**src/rtl/psg_multi.sv**
```systemverilog
// Multi-channel PSG: square tones, shared 17-bit LFSR noise and a per-channel envelope, summed into one mono sample.
// LEVEL is combinational from state and MIX is registered one CE later; bus writes never stall, and CE=0 freezes only the sound state.
module psg_multi #(
   parameter  int CHANNELS = 3,
   parameter  int TONE_W   = 12,
   parameter  int DIV      = 8,
   localparam int MIX_W    = 8 + $clog2(CHANNELS)
) (
   input  logic                    CLK,
   input  logic                    RESET_N,
   input  logic                    CE,
   input  logic                    BDIR,
   input  logic                    BC,
   input  logic [7:0]              DI,
   output logic [7:0]              DO,
   output logic [5*CHANNELS-1:0]   LEVEL,
   output logic [MIX_W-1:0]        MIX
);

   localparam int DIV_W = (DIV > 1) ? $clog2(DIV) : 1;
   localparam int PH_W  = TONE_W - 8;

   localparam logic [7:0] TBL [32] = '{
      8'h00, 8'h01, 8'h01, 8'h02, 8'h02, 8'h03, 8'h03, 8'h04,
      8'h06, 8'h07, 8'h09, 8'h0A, 8'h0C, 8'h0E, 8'h11, 8'h13,
      8'h17, 8'h1B, 8'h20, 8'h25, 8'h2C, 8'h35, 8'h3E, 8'h47,
      8'h54, 8'h66, 8'h77, 8'h88, 8'hA1, 8'hC0, 8'hE0, 8'hFF
   };

   typedef enum logic [1:0] {RUN_UP, RUN_DOWN, HOLD_LO, HOLD_HI} env_t;

   logic                        r_bdir;
   logic [7:0]                  r_addr;
   logic                        w_stb;
   logic                        w_wr;
   logic [DIV_W-1:0]            r_div;
   logic                        r_nphase;
   logic                        w_tick;
   logic                        w_ntick;
   logic [4:0]                  r_nper;
   logic                        r_mute;
   logic [4:0]                  r_ncnt;
   logic [4:0]                  w_nmax;
   logic [16:0]                 r_lfsr;
   logic [CHANNELS-1:0][7:0]    w_ch_rd;
   logic [CHANNELS-1:0]         w_hit;
   logic [MIX_W-1:0]            w_sum;
   logic [MIX_W-1:0]            r_mix;

   // A bus cycle is the rising edge of BDIR, seen against its registered copy.
   assign w_stb = BDIR & ~r_bdir;
   assign w_wr  = w_stb & ~BC;

   always_ff @(posedge CLK or negedge RESET_N) begin
      if (!RESET_N) begin
         r_bdir <= 1'b0;
         r_addr <= 8'h00;
         r_nper <= 5'd0;
         r_mute <= 1'b0;
      end else begin
         r_bdir <= BDIR;
         if (w_stb && BC) r_addr <= DI;
         if (w_wr && r_addr == 8'hF0) r_nper <= DI[4:0];
         if (w_wr && r_addr == 8'hF1) r_mute <= DI[0];
      end
   end

   assign w_tick  = CE && (r_div == DIV_W'(DIV - 1));
   assign w_ntick = w_tick & r_nphase;

   always_ff @(posedge CLK or negedge RESET_N) begin
      if (!RESET_N) begin
         r_div    <= '0;
         r_nphase <= 1'b0;
      end else if (CE) begin
         r_div <= w_tick ? '0 : r_div + DIV_W'(1);
         if (w_tick) r_nphase <= ~r_nphase;
      end
   end

   assign w_nmax = (r_nper == 5'd0) ? 5'd0 : r_nper - 5'd1;

   always_ff @(posedge CLK or negedge RESET_N) begin
      if (!RESET_N) begin
         r_ncnt <= 5'd0;
         r_lfsr <= 17'h00001;
      end else if (w_ntick) begin
         if (r_ncnt >= w_nmax) begin
            r_ncnt <= 5'd0;
            r_lfsr <= {r_lfsr[0] ^ r_lfsr[3], r_lfsr[16:1]};
         end else begin
            r_ncnt <= r_ncnt + 5'd1;
         end
      end
   end

   for (genvar c = 0; c < CHANNELS; c++) begin : g_ch
      logic              w_sel;
      logic              w_we;
      logic [TONE_W-1:0] r_per;
      logic [TONE_W-1:0] r_tcnt;
      logic [TONE_W-1:0] w_tmax;
      logic              r_tone;
      logic [4:0]        r_vol;
      logic [1:0]        r_mixr;
      logic [15:0]       r_eper;
      logic [15:0]       r_ecnt;
      logic [15:0]       w_emax;
      logic [3:0]        r_shape;
      logic              r_erst;
      logic              w_restart;
      logic              w_estep;
      env_t              r_est;
      env_t              w_est_nxt;
      logic [4:0]        r_evol;
      logic [4:0]        w_evol_nxt;
      logic              w_gate;
      logic [7:0]        w_rd;

      assign w_sel     = (r_addr[7:3] == 5'(c));
      assign w_we      = w_wr & w_sel;
      assign w_hit[c]  = w_sel;

      // A shape write arms a restart that the next CE consumes; a write in that same cycle re-arms it.
      always_ff @(posedge CLK or negedge RESET_N) begin
         if (!RESET_N) begin
            r_per   <= '0;
            r_vol   <= 5'd0;
            r_mixr  <= 2'b11;
            r_eper  <= 16'd0;
            r_shape <= 4'd0;
            r_erst  <= 1'b0;
         end else begin
            if (CE) r_erst <= 1'b0;
            if (w_we) begin
               case (r_addr[2:0])
                  3'd0: r_per[7:0]        <= DI;
                  3'd1: r_per[TONE_W-1:8] <= DI[PH_W-1:0];
                  3'd2: r_vol             <= DI[4:0];
                  3'd3: r_mixr            <= DI[1:0];
                  3'd4: r_eper[7:0]       <= DI;
                  3'd5: r_eper[15:8]      <= DI;
                  3'd6: begin
                     r_shape <= DI[3:0];
                     r_erst  <= 1'b1;
                  end
                  default: ;
               endcase
            end
         end
      end

      always_comb begin
         w_rd = 8'h00;
         case (r_addr[2:0])
            3'd0:    w_rd = r_per[7:0];
            3'd1:    w_rd = 8'(r_per[TONE_W-1:8]);
            3'd2:    w_rd = {3'b000, r_vol};
            3'd3:    w_rd = {6'b000000, r_mixr};
            3'd4:    w_rd = r_eper[7:0];
            3'd5:    w_rd = r_eper[15:8];
            3'd6:    w_rd = {4'b0000, r_shape};
            default: w_rd = 8'h00;
         endcase
      end
      assign w_ch_rd[c] = w_rd;

      assign w_tmax = (r_per == '0) ? '0 : r_per - TONE_W'(1);

      always_ff @(posedge CLK or negedge RESET_N) begin
         if (!RESET_N) begin
            r_tcnt <= '0;
            r_tone <= 1'b0;
         end else if (w_tick) begin
            if (r_tcnt >= w_tmax) begin
               r_tcnt <= '0;
               r_tone <= ~r_tone;
            end else begin
               r_tcnt <= r_tcnt + TONE_W'(1);
            end
         end
      end

      assign w_emax    = (r_eper == 16'd0) ? 16'd0 : r_eper - 16'd1;
      assign w_restart = CE & r_erst;
      assign w_estep   = w_tick && (r_ecnt >= w_emax);

      always_ff @(posedge CLK or negedge RESET_N) begin
         if (!RESET_N) begin
            r_ecnt <= 16'd0;
         end else if (w_restart) begin
            r_ecnt <= 16'd0;
         end else if (w_tick) begin
            r_ecnt <= (r_ecnt >= w_emax) ? 16'd0 : r_ecnt + 16'd1;
         end
      end

      always_ff @(posedge CLK or negedge RESET_N) begin
         if (!RESET_N) begin
            r_est  <= HOLD_LO;
            r_evol <= 5'd0;
         end else begin
            r_est  <= w_est_nxt;
            r_evol <= w_evol_nxt;
         end
      end

      // shape bits: [3]=C, [2]=At, [1]=Al, [0]=H; restart has priority over a coincident step.
      always_comb begin
         w_est_nxt  = r_est;
         w_evol_nxt = r_evol;
         if (w_restart) begin
            w_est_nxt  = r_shape[2] ? RUN_UP : RUN_DOWN;
            w_evol_nxt = r_shape[2] ? 5'd0 : 5'd31;
         end else if (w_estep) begin
            case (r_est)
               RUN_UP: begin
                  if (r_evol != 5'd31) begin
                     w_evol_nxt = r_evol + 5'd1;
                  end else if (!r_shape[3]) begin
                     w_est_nxt  = HOLD_LO;
                     w_evol_nxt = 5'd0;
                  end else if (r_shape[0]) begin
                     w_est_nxt  = r_shape[1] ? HOLD_LO : HOLD_HI;
                     w_evol_nxt = r_shape[1] ? 5'd0 : 5'd31;
                  end else if (r_shape[1]) begin
                     w_est_nxt = RUN_DOWN;
                  end else begin
                     w_evol_nxt = 5'd0;
                  end
               end
               RUN_DOWN: begin
                  if (r_evol != 5'd0) begin
                     w_evol_nxt = r_evol - 5'd1;
                  end else if (!r_shape[3]) begin
                     w_est_nxt  = HOLD_LO;
                     w_evol_nxt = 5'd0;
                  end else if (r_shape[0]) begin
                     w_est_nxt  = r_shape[1] ? HOLD_HI : HOLD_LO;
                     w_evol_nxt = r_shape[1] ? 5'd31 : 5'd0;
                  end else if (r_shape[1]) begin
                     w_est_nxt = RUN_UP;
                  end else begin
                     w_evol_nxt = 5'd31;
                  end
               end
               default: ;
            endcase
         end
      end

      assign w_gate = (r_mixr[0] | r_tone) & (r_mixr[1] | r_lfsr[0]);
      assign LEVEL[5*c +: 5] = !w_gate   ? 5'd0 :
                               r_vol[4]  ? r_evol :
                                           {r_vol[3:0], r_vol[3]};
   end

   always_comb begin
      DO = 8'h00;
      if (r_addr == 8'hF0) begin
         DO = {3'b000, r_nper};
      end else if (r_addr == 8'hF1) begin
         DO = {7'b0000000, r_mute};
      end else begin
         for (int c = 0; c < CHANNELS; c++) begin
            if (w_hit[c]) DO = w_ch_rd[c];
         end
      end
   end

   always_comb begin
      w_sum = '0;
      for (int c = 0; c < CHANNELS; c++) begin
         w_sum = w_sum + MIX_W'(TBL[LEVEL[5*c +: 5]]);
      end
   end

   always_ff @(posedge CLK or negedge RESET_N) begin
      if (!RESET_N) r_mix <= '0;
      else if (CE)  r_mix <= r_mute ? '0 : w_sum;
   end

   assign MIX = r_mix;

endmodule

```
**config.mk**
```make
export PLATFORM = sky130hd
export DESIGN_NAME = psg_multi
export DESIGN_NICKNAME = d
export VERILOG_FILES = /design/src/rtl/psg_multi.sv
export SDC_FILE = /design/constraint.sdc
export NUM_CORES = 1
export LEC_CHECK = 0
export BUFFER_PORTS_ARGS = -buffer_cell sky130_fd_sc_hd__buf_2
export CORE_MARGIN = 2
export CORE_UTILIZATION = 50
export CTS_BUF_LIST = sky130_fd_sc_hd__clkbuf_2 sky130_fd_sc_hd__clkbuf_4 sky130_fd_sc_hd__clkbuf_8
export CTS_CLUSTER_DIAMETER = 150
export CTS_CLUSTER_SIZE = 10
export DETAILED_ROUTE_END_ITERATION = 10
export GPL_ROUTABILITY_DRIVEN = 0
export GPL_TIMING_DRIVEN = 1
export HOLD_SLACK_MARGIN = 0.08
export MAX_ROUTING_LAYER = met4
export PLACE_DENSITY = 0.68
export SYNTH_ARGS = -nofsm -noshare
export SYNTH_HDL_FRONTEND = slang
export SYNTH_SLANG_ARGS = --single-unit
```
**constraint.sdc**
```tcl
create_clock -name CLK -period 5.3 [get_ports CLK]
set_input_delay 0.265 -clock CLK [delete_from_list [all_inputs] [get_ports CLK]]
set_output_delay 0.265 -clock CLK [all_outputs]
set_load 0.02 [all_outputs]
```
==> metrics.csv, run 1 <==
metric,value,unit
Sw Pwr,2630,uW
Tmin final,4.673,ns
worst endpoint required time,5.85,ns
Die ar.,40460,sq um
GRT Resource Usage Total,25.32,%
Worst EP arrival,5.22,ns
synthesis-stage register bit count,279,
share of layout cells above drive strength 1,14.87,%
Combinational Power Share,36.4,%
Leakage Power,0.009750,uW
TritonCTS clock tree,done,
Reg power frac,41.2,%
synthesized netlist cell count,2130,
Initial Utilization,50.52,%
Post-Syn Area,19430,sq um
Rel. slew slack,21.07,%
Final Hold Vio Count,0,
final core utilization,54.22,%
global-route wire length before repair,82070,um
initial antenna violation count,1,
worst-margin pin slew,1.183,ns
pins over their slew limit,0,
vias in the first global route,15840,
WL/cell,18.17,um
f_max,214.0,MHz
DR iter-0 viols,1332,
GR Overflow Total,0,
Post-Syn Area per Cell,9.123,sq um
VDD IR max,0.2578,mV
drt total wl,49020,um
die height,201.1,um
Critical Path End Type,register,
Mapped Nets,2302,
hold buffer count at cts,6,
Clock H-tree levels,1,
unrepaired setup endpoints after global routing,no,
Max Buffers Root-to-Sink,3,
internal power,4188,uW
dpl hpwl,35330,um
drt drc,0,
cts bufs inserted,31,
Final setup viols,0,
# nets final,2327,
Placed Cells,2634,
async set-reset flop share out of synthesis,100.0,%
worst clock skew,0.01972,ns
Max-cap violations,0,
vias post-DR,16060,
PD cells,326.9,nW/um^2
Clk pwr share,22.5,%
CTS Sinks,279,
Most used DFF post-synth,dfrtp_1,
Tcrit/Tclk final,88.18,%
Crit Path Class,reg -> reg,
number of flops mapped to enable cells by yosys,0,
# rows,72,
total iterations of the first detailed-routing run,8,
total negative slack,0,ns
total power draw,6819,uW
Min-Delay Path Class,in -> reg,
sequential area share after synthesis,35.99,%
sw frac,38.57,%
Core ar.,38470,sq um
CP Launch Type,register,
PortBufs,45,
top fanout value on the critical path,11,
DIE WIDTH,201.1,um
Vias/cell,5.951,
root buffer cell,clkbuf_8,
Ports,46,
post-CTS setup buffer count,0,
CTS resizes,0,
Synth Warn #,0,
"Clk pin slew, worst setup/hold paths",0.09,ns
P&R area growth vs syn,7.328,%
Finished Layout Cells,2698,
largest net degree at the start of global routing,113,
Clock Latency Late Sink,0.65,ns
post-synthesis cell type count,74,
Antenna Nets Post-Route,0,
status,"finished, final reports clean",
-- synthesized netlist by cell type, types with 11 or more instances --
| master | instances | area (sq um) |
|---|---|---|
| a211oi_1 | 15 | 112.6 |
| o22ai_1 | 15 | 93.84 |
| a21o_1 | 18 | 135.1 |
| mux2i_1 | 46 | 460.4 |
| a31oi_1 | 30 | 187.7 |
| o21a_1 | 11 | 82.58 |
| o21ai_0 | 135 | 675.7 |
| nand4_1 | 26 | 162.7 |
| or3_1 | 21 | 131.4 |
| mux2_2 | 162 | 1824 |
| o311ai_0 | 11 | 96.34 |
| inv_1 | 81 | 304.0 |
| nand2b_1 | 34 | 212.7 |
| a21oi_1 | 114 | 570.6 |
| nand3_1 | 45 | 225.2 |
| clkbuf_1 | 60 | 225.2 |
| a22o_1 | 16 | 140.1 |
| xnor2_1 | 36 | 315.3 |
| and3_1 | 24 | 150.1 |
| xor2_1 | 64 | 560.5 |
| a22oi_1 | 11 | 82.58 |
| dfrtp_1 | 269 | 6731 |
| ha_1 | 150 | 1877 |
| nor2b_1 | 28 | 175.2 |
| nor4_1 | 15 | 93.84 |
| o211ai_1 | 13 | 97.59 |
| nor2_1 | 179 | 671.9 |
| nor3_1 | 59 | 295.3 |
| nand2_1 | 271 | 1017 |
| and2_1 | 11 | 68.82 |
-- path summary, 6_finish.rpt --
kind	startpoint	to	slack (ns)	cells past startpoint
setup / recovery	g_ch[0].r_vol[4]	MIX[8]	0.63	16
hold / removal	DI[1]	r_nper[1]	0.16	3
setup reg to reg	g_ch[0].r_vol[4]	MIX[8]	0.63	16
hold reg to reg	r_nphase	r_nphase	0.48	1
max in group asynchronous	RESET_N	g_ch[2].r_eper[9]	3.88	3
min in group asynchronous	RESET_N	g_ch[2].r_ecnt[13]	0.30	2
-- logic make-up after synthesis --
logic type | share of synthesized area (%)
adder cells (fa/ha/maj) | 10.59
flip-flops | 35.99
XOR/XNOR | 4.507
multiplexers | 12.57
AO/OA/AOI/OAI | 14.85
AND/OR/NAND/NOR | 18.31
buffers and inverters | 3.194
-- per-stage QoR --
step | instance area (sq um) | hold slack (ns) | setup WS, ns
final | 20860 | 0.1626 | 0.6266
after CTS | 20850 | 0.1172 | 0.5966
after global routing | 20860 | 0.1856 | 0.2245
after floorplan | 19430 | -0.03059 | 0.6694
after global placement | 20170 | 0.4150 | 0.8098
after detailed placement | 20170 | 0.4206 | 0.6048
-- registers in the layout, summed over array words and instances (netlist names), 6 cells and up --
| name | count |
|---|---|
| g_ch.r_evol | 15 |
| MIX | 10 |
| g_ch.r_per | 36 |
| g_ch.r_ecnt | 48 |
| g_ch.r_mixr | 6 |
| g_ch.r_est | 6 |
| g_ch.r_shape | 12 |
| g_ch.r_tcnt | 36 |
| r_addr | 8 |
| g_ch.r_eper | 48 |
| g_ch.r_vol | 15 |
| r_lfsr | 17 |
-- power by group through the flow --
stage	Combinational, uW	Sequential [uW]	Clock [uW]
after global placement	2370	2820	0
after global routing	2840	2860	1660
after detailed placement	2460	2840	0
final	2480	2810	1530
after floorplan	2000	2650	0
after CTS	2480	2800	1570
-- critical path: stages (launching register included) --
cell and delay [ns]:
dfrtp_1 0.54, mux2i_1 0.51, nand2b_1 0.39, inv_1 0.20, ha_1 0.22, o311a_1 0.34, o21ai_0 0.31, fa_1 0.45
inv_1 0.12, ha_1 0.24, a21o_1 0.15, a21oi_1 0.20, o21ai_0 0.16, o21a_1 0.19, o21a_1 0.17, o21a_1 0.16
o41ai_1 0.22
-- layout by cell type (no fill, tap or decap), types with 46 or more instances in the layout --
master	count
inv_1	81
nor2_1	179
o21ai_0	135
mux2i_1	46
xor2_1	64
mux2_2	162
dfrtp_1	267
nor3_1	59
ha_1	150
nand2_1	271
a21oi_1	113
-- metal layers --
layer	global-route usage, %	vias to the layer above	wire length [um]
met5	-	-	0
met4	8.862	0	1844
met3	3.077	104	2207
met2	40.58	389	22790
met1	33.28	7853	22180
li1	-	7710	-
-- layout make-up --
type	count	area, sq um
fill	3501	17610
multi-input combinational	1690	11820
sequential	279	6997
tap	518	648.1
clock buffer	56	614.3
timing repair buffer	70	450.4
inverter	83	311.5
clock inverter	1	11.26
antenna	1	2.502
Note: power is estimated with default switching activity, not from simulation.
==> run 2: changes to the inputs <==
Settings changed: PLACE_DENSITY 0.68 to 0.71.
Clock period 5.3 ns to 4.2 ns, I/O delays scaled along.
==> run 2 against run 1 <==
  * Clock skew rose by 0.0019 ns
  * Combinational power rose by 37%
  * Critical path depth rose by 3
  * Register-to-register slack got worse by 0.52 ns
  * Flip-flop and latch count did not move
  * Utilization rose by 2.1 points
  * Setup slack got worse by 0.52 ns
  * Die area did not move
  * Wire length rose by 4.1%
  * Largest cell class unchanged
==> metrics.csv, run 2 (synthesis results as in run 1) <==
metric,value,unit,change
largest net degree at the start of global routing,108,,-4.4%
r2r setup slk,0.11,ns,-0.52 ns
Critical path origin,r_lfsr[0],,
Diodes inserted,0,,-1
RR Endpoint,MIX[7],,
CP Cell Sequence,o22a_1 > nand2_2 > buf_4 > ha_1 > a21oi_2 > a21oi_1 > nor2_1 > a21oi_2 > fa_1 > inv_1 > ha_2 > fa_2 > a21o_1 > a21oi_2 > nor2b_1 > o21a_1 > nor3_2 > nor2_1 > a22o_1,,
FF-to-FF Start,r_lfsr[0],,
share of layout cells above drive strength 1,19.59,%,+4.7 points
Tmin final,4.093,ns,-0.5807 ns
worst endpoint required time,4.74,ns,-1.11 ns
Crit-path slowest cell,dfstp_2,,
PD cells,408.9,nW/um^2,+25%
"Clk pin slew, worst setup/hold paths",0.09,ns,about the same
VDD IR max,0.2508,mV,-2.7%
Core ar.,38470,sq um,unchanged
# nets final,2403,,+3.3%
Tcrit/Tclk final,97.45,%,+9.3 points
CP bufs+invs,2,,unchanged
WL/cell,18.41,um,+1.3%
global-route wire length before repair,82700,um,+0.77%
drt total wl,51060,um,+4.1%
Final setup viols,0,,unchanged
worst clock skew,0.02161,ns,+0.001886 ns
CTS Sinks,279,,unchanged
worst-margin pin slew,1.085,ns,-0.09752 ns
final core utilization,56.35,%,+2.1 points
Leakage Power,0.01014,uW,+4.0%
R2R depth,19,,+3
fill cell count,3388,,-3.2%
# rows,72,,unchanged
unrepaired setup endpoints after global routing,yes,,
Top Registers,"g_ch.r_ecnt: 48 flops, g_ch.r_eper: 48 flops",,
vias in the first global route,16170,,+2.0%
Initial Utilization,50.52,%,unchanged
Rel. slew slack,26.98,%,+5.9 points
Ports,46,,unchanged
vias post-DR,16620,,+3.5%
Antenna Nets Post-Route,0,,unchanged
Clock H-tree levels,1,,unchanged
total negative slack,0,ns,unchanged
cts bufs inserted,31,,unchanged
Max Buffers Root-to-Sink,3,,unchanged
Max-cap violations,0,,unchanged
Critical Path End Type,register,,
Clock Latency Late Sink,0.65,ns,about the same
"Top cell by count, worst path",a21oi_2,,
total iterations of the first detailed-routing run,5,,-3
top fanout value on the critical path,7,,-4
TritonCTS clock tree,done,,
pins over their slew limit,0,,unchanged
status,"finished, final reports clean",,
drt drc,0,,unchanged
Min-Delay Path Class,in -> async,,
P&R area growth vs syn,11.54,%,
GR Overflow Total,0,,unchanged
initial antenna violation count,0,,-1
"delay-heaviest family, CP",compound AO/OA/AOI/OAI gates,,
PortBufs,45,,unchanged
DIE WIDTH,201.1,um,unchanged
Vias/cell,5.991,,+0.68%
most frequent cells in the layout,"268 x nand2_1, 266 x dfrtp_1, 175 x nor2_1, 162 x mux2_2, 145 x ha_1",,
CP Launch Type,register,,
Final Hold Vio Count,0,,unchanged
Max stage delay on crit path,0.68,ns,+0.14 ns
DR iter-0 viols,1039,,-22%
f_max,244.3,MHz,+14%
Worst EP arrival,4.63,ns,-0.59 ns
GRT Resource Usage Total,25.47,%,+0.15 points
"commonest non-fill, non-tap cell in the layout",nand2_1,,
Die ar.,40460,sq um,unchanged
root buffer cell,clkbuf_8,,
dpl hpwl,36530,um,+3.4%
Crit Path Class,reg -> reg,,
die height,201.1,um,unchanged
## run 2: cell count changes in the layout (fill, tap and decap cells not counted), moves of 5 or more
cell	change
a21oi_1	-5
a21oi_2	+5
buf_4	+71
ha_1	-5
inv_1	-6
o21ai_0	-7
## run 2: worst reg2reg max path: stages (launching register included)
cell and delay (ns):
dfstp_2 0.68, o22a_1 0.25, nand2_2 0.13, buf_4 0.16, ha_1 0.20, a21oi_2 0.18
a21oi_1 0.10, nor2_1 0.14, a21oi_2 0.07, fa_1 0.54, inv_1 0.04, ha_2 0.19
fa_2 0.34, a21o_1 0.18, a21oi_2 0.14, nor2b_1 0.06, o21a_1 0.18, nor3_2 0.16
nor2_1 0.06, a22o_1 0.20
## run 2: power by group
group	switching [uW]	total [uW]	internal, uW
registers	504	3520	3020
logic	1900	3390	1490
clock network	1030	1950	916
## run 2: cell type report
class / count / area [sq um] / share of cell area (%)
multi-input cells: 1692 / 12070 / 55.68
well taps: 518 / 648.1 / 2.990
clock buffers: 57 / 621.8 / 2.869
repair buffers: 144 / 1015 / 4.681
inverters: 83 / 316.6 / 1.460
clock inverters: 1 / 7.507 / 0.03463
flip-flops and latches: 279 / 6998 / 32.28
## run 2: worst max path at each step
stage	endpoint	slack (ns)	depth (start not counted)
CTS	MIX[7]	0.01	18
global placement	MIX[7]	0.09	19
finish	MIX[7]	0.11	19
floorplan	MIX[7]	0.004	18
detailed placement	MIX[8]	-0.05	19
global route	MIX[7]	-0.14	19
## run 2: per-stage QoR
stage	setup WS, ns	area, sq um	total power, uW	cells	hold WS, ns
floorplan	0.003913	19460	5871	2130	-0.08559
global placement	0.09432	20600	6668	2689	0.3208
detailed placement	-0.05205	20600	6837	2689	0.3283
CTS	0.01270	21320	8801	2755	0.1306
global route	-0.1413	21680	9494	2774	0.1541
finish	0.1073	21680	8863	2774	0.1730
## run 2: layer usage
metal / wire (um) / vias up / GRT usage [%]
li1: - / 7873 / -
met5: 0 / - / -
met1: 22190 / 8116 / 32.40
met2: 24600 / 519 / 42.70
met3: 2720 / 112 / 3.061
met4: 1542 / 0 / 7.698
## run 2: repair_timing
action,CTS,global route
pin swaps,1,21
hold endpoints to repair,139,0
setup endpoints to repair,2,39
resized for setup,3,53
buffers inserted,0,17
hold buffers,8,0
cloned,0,2
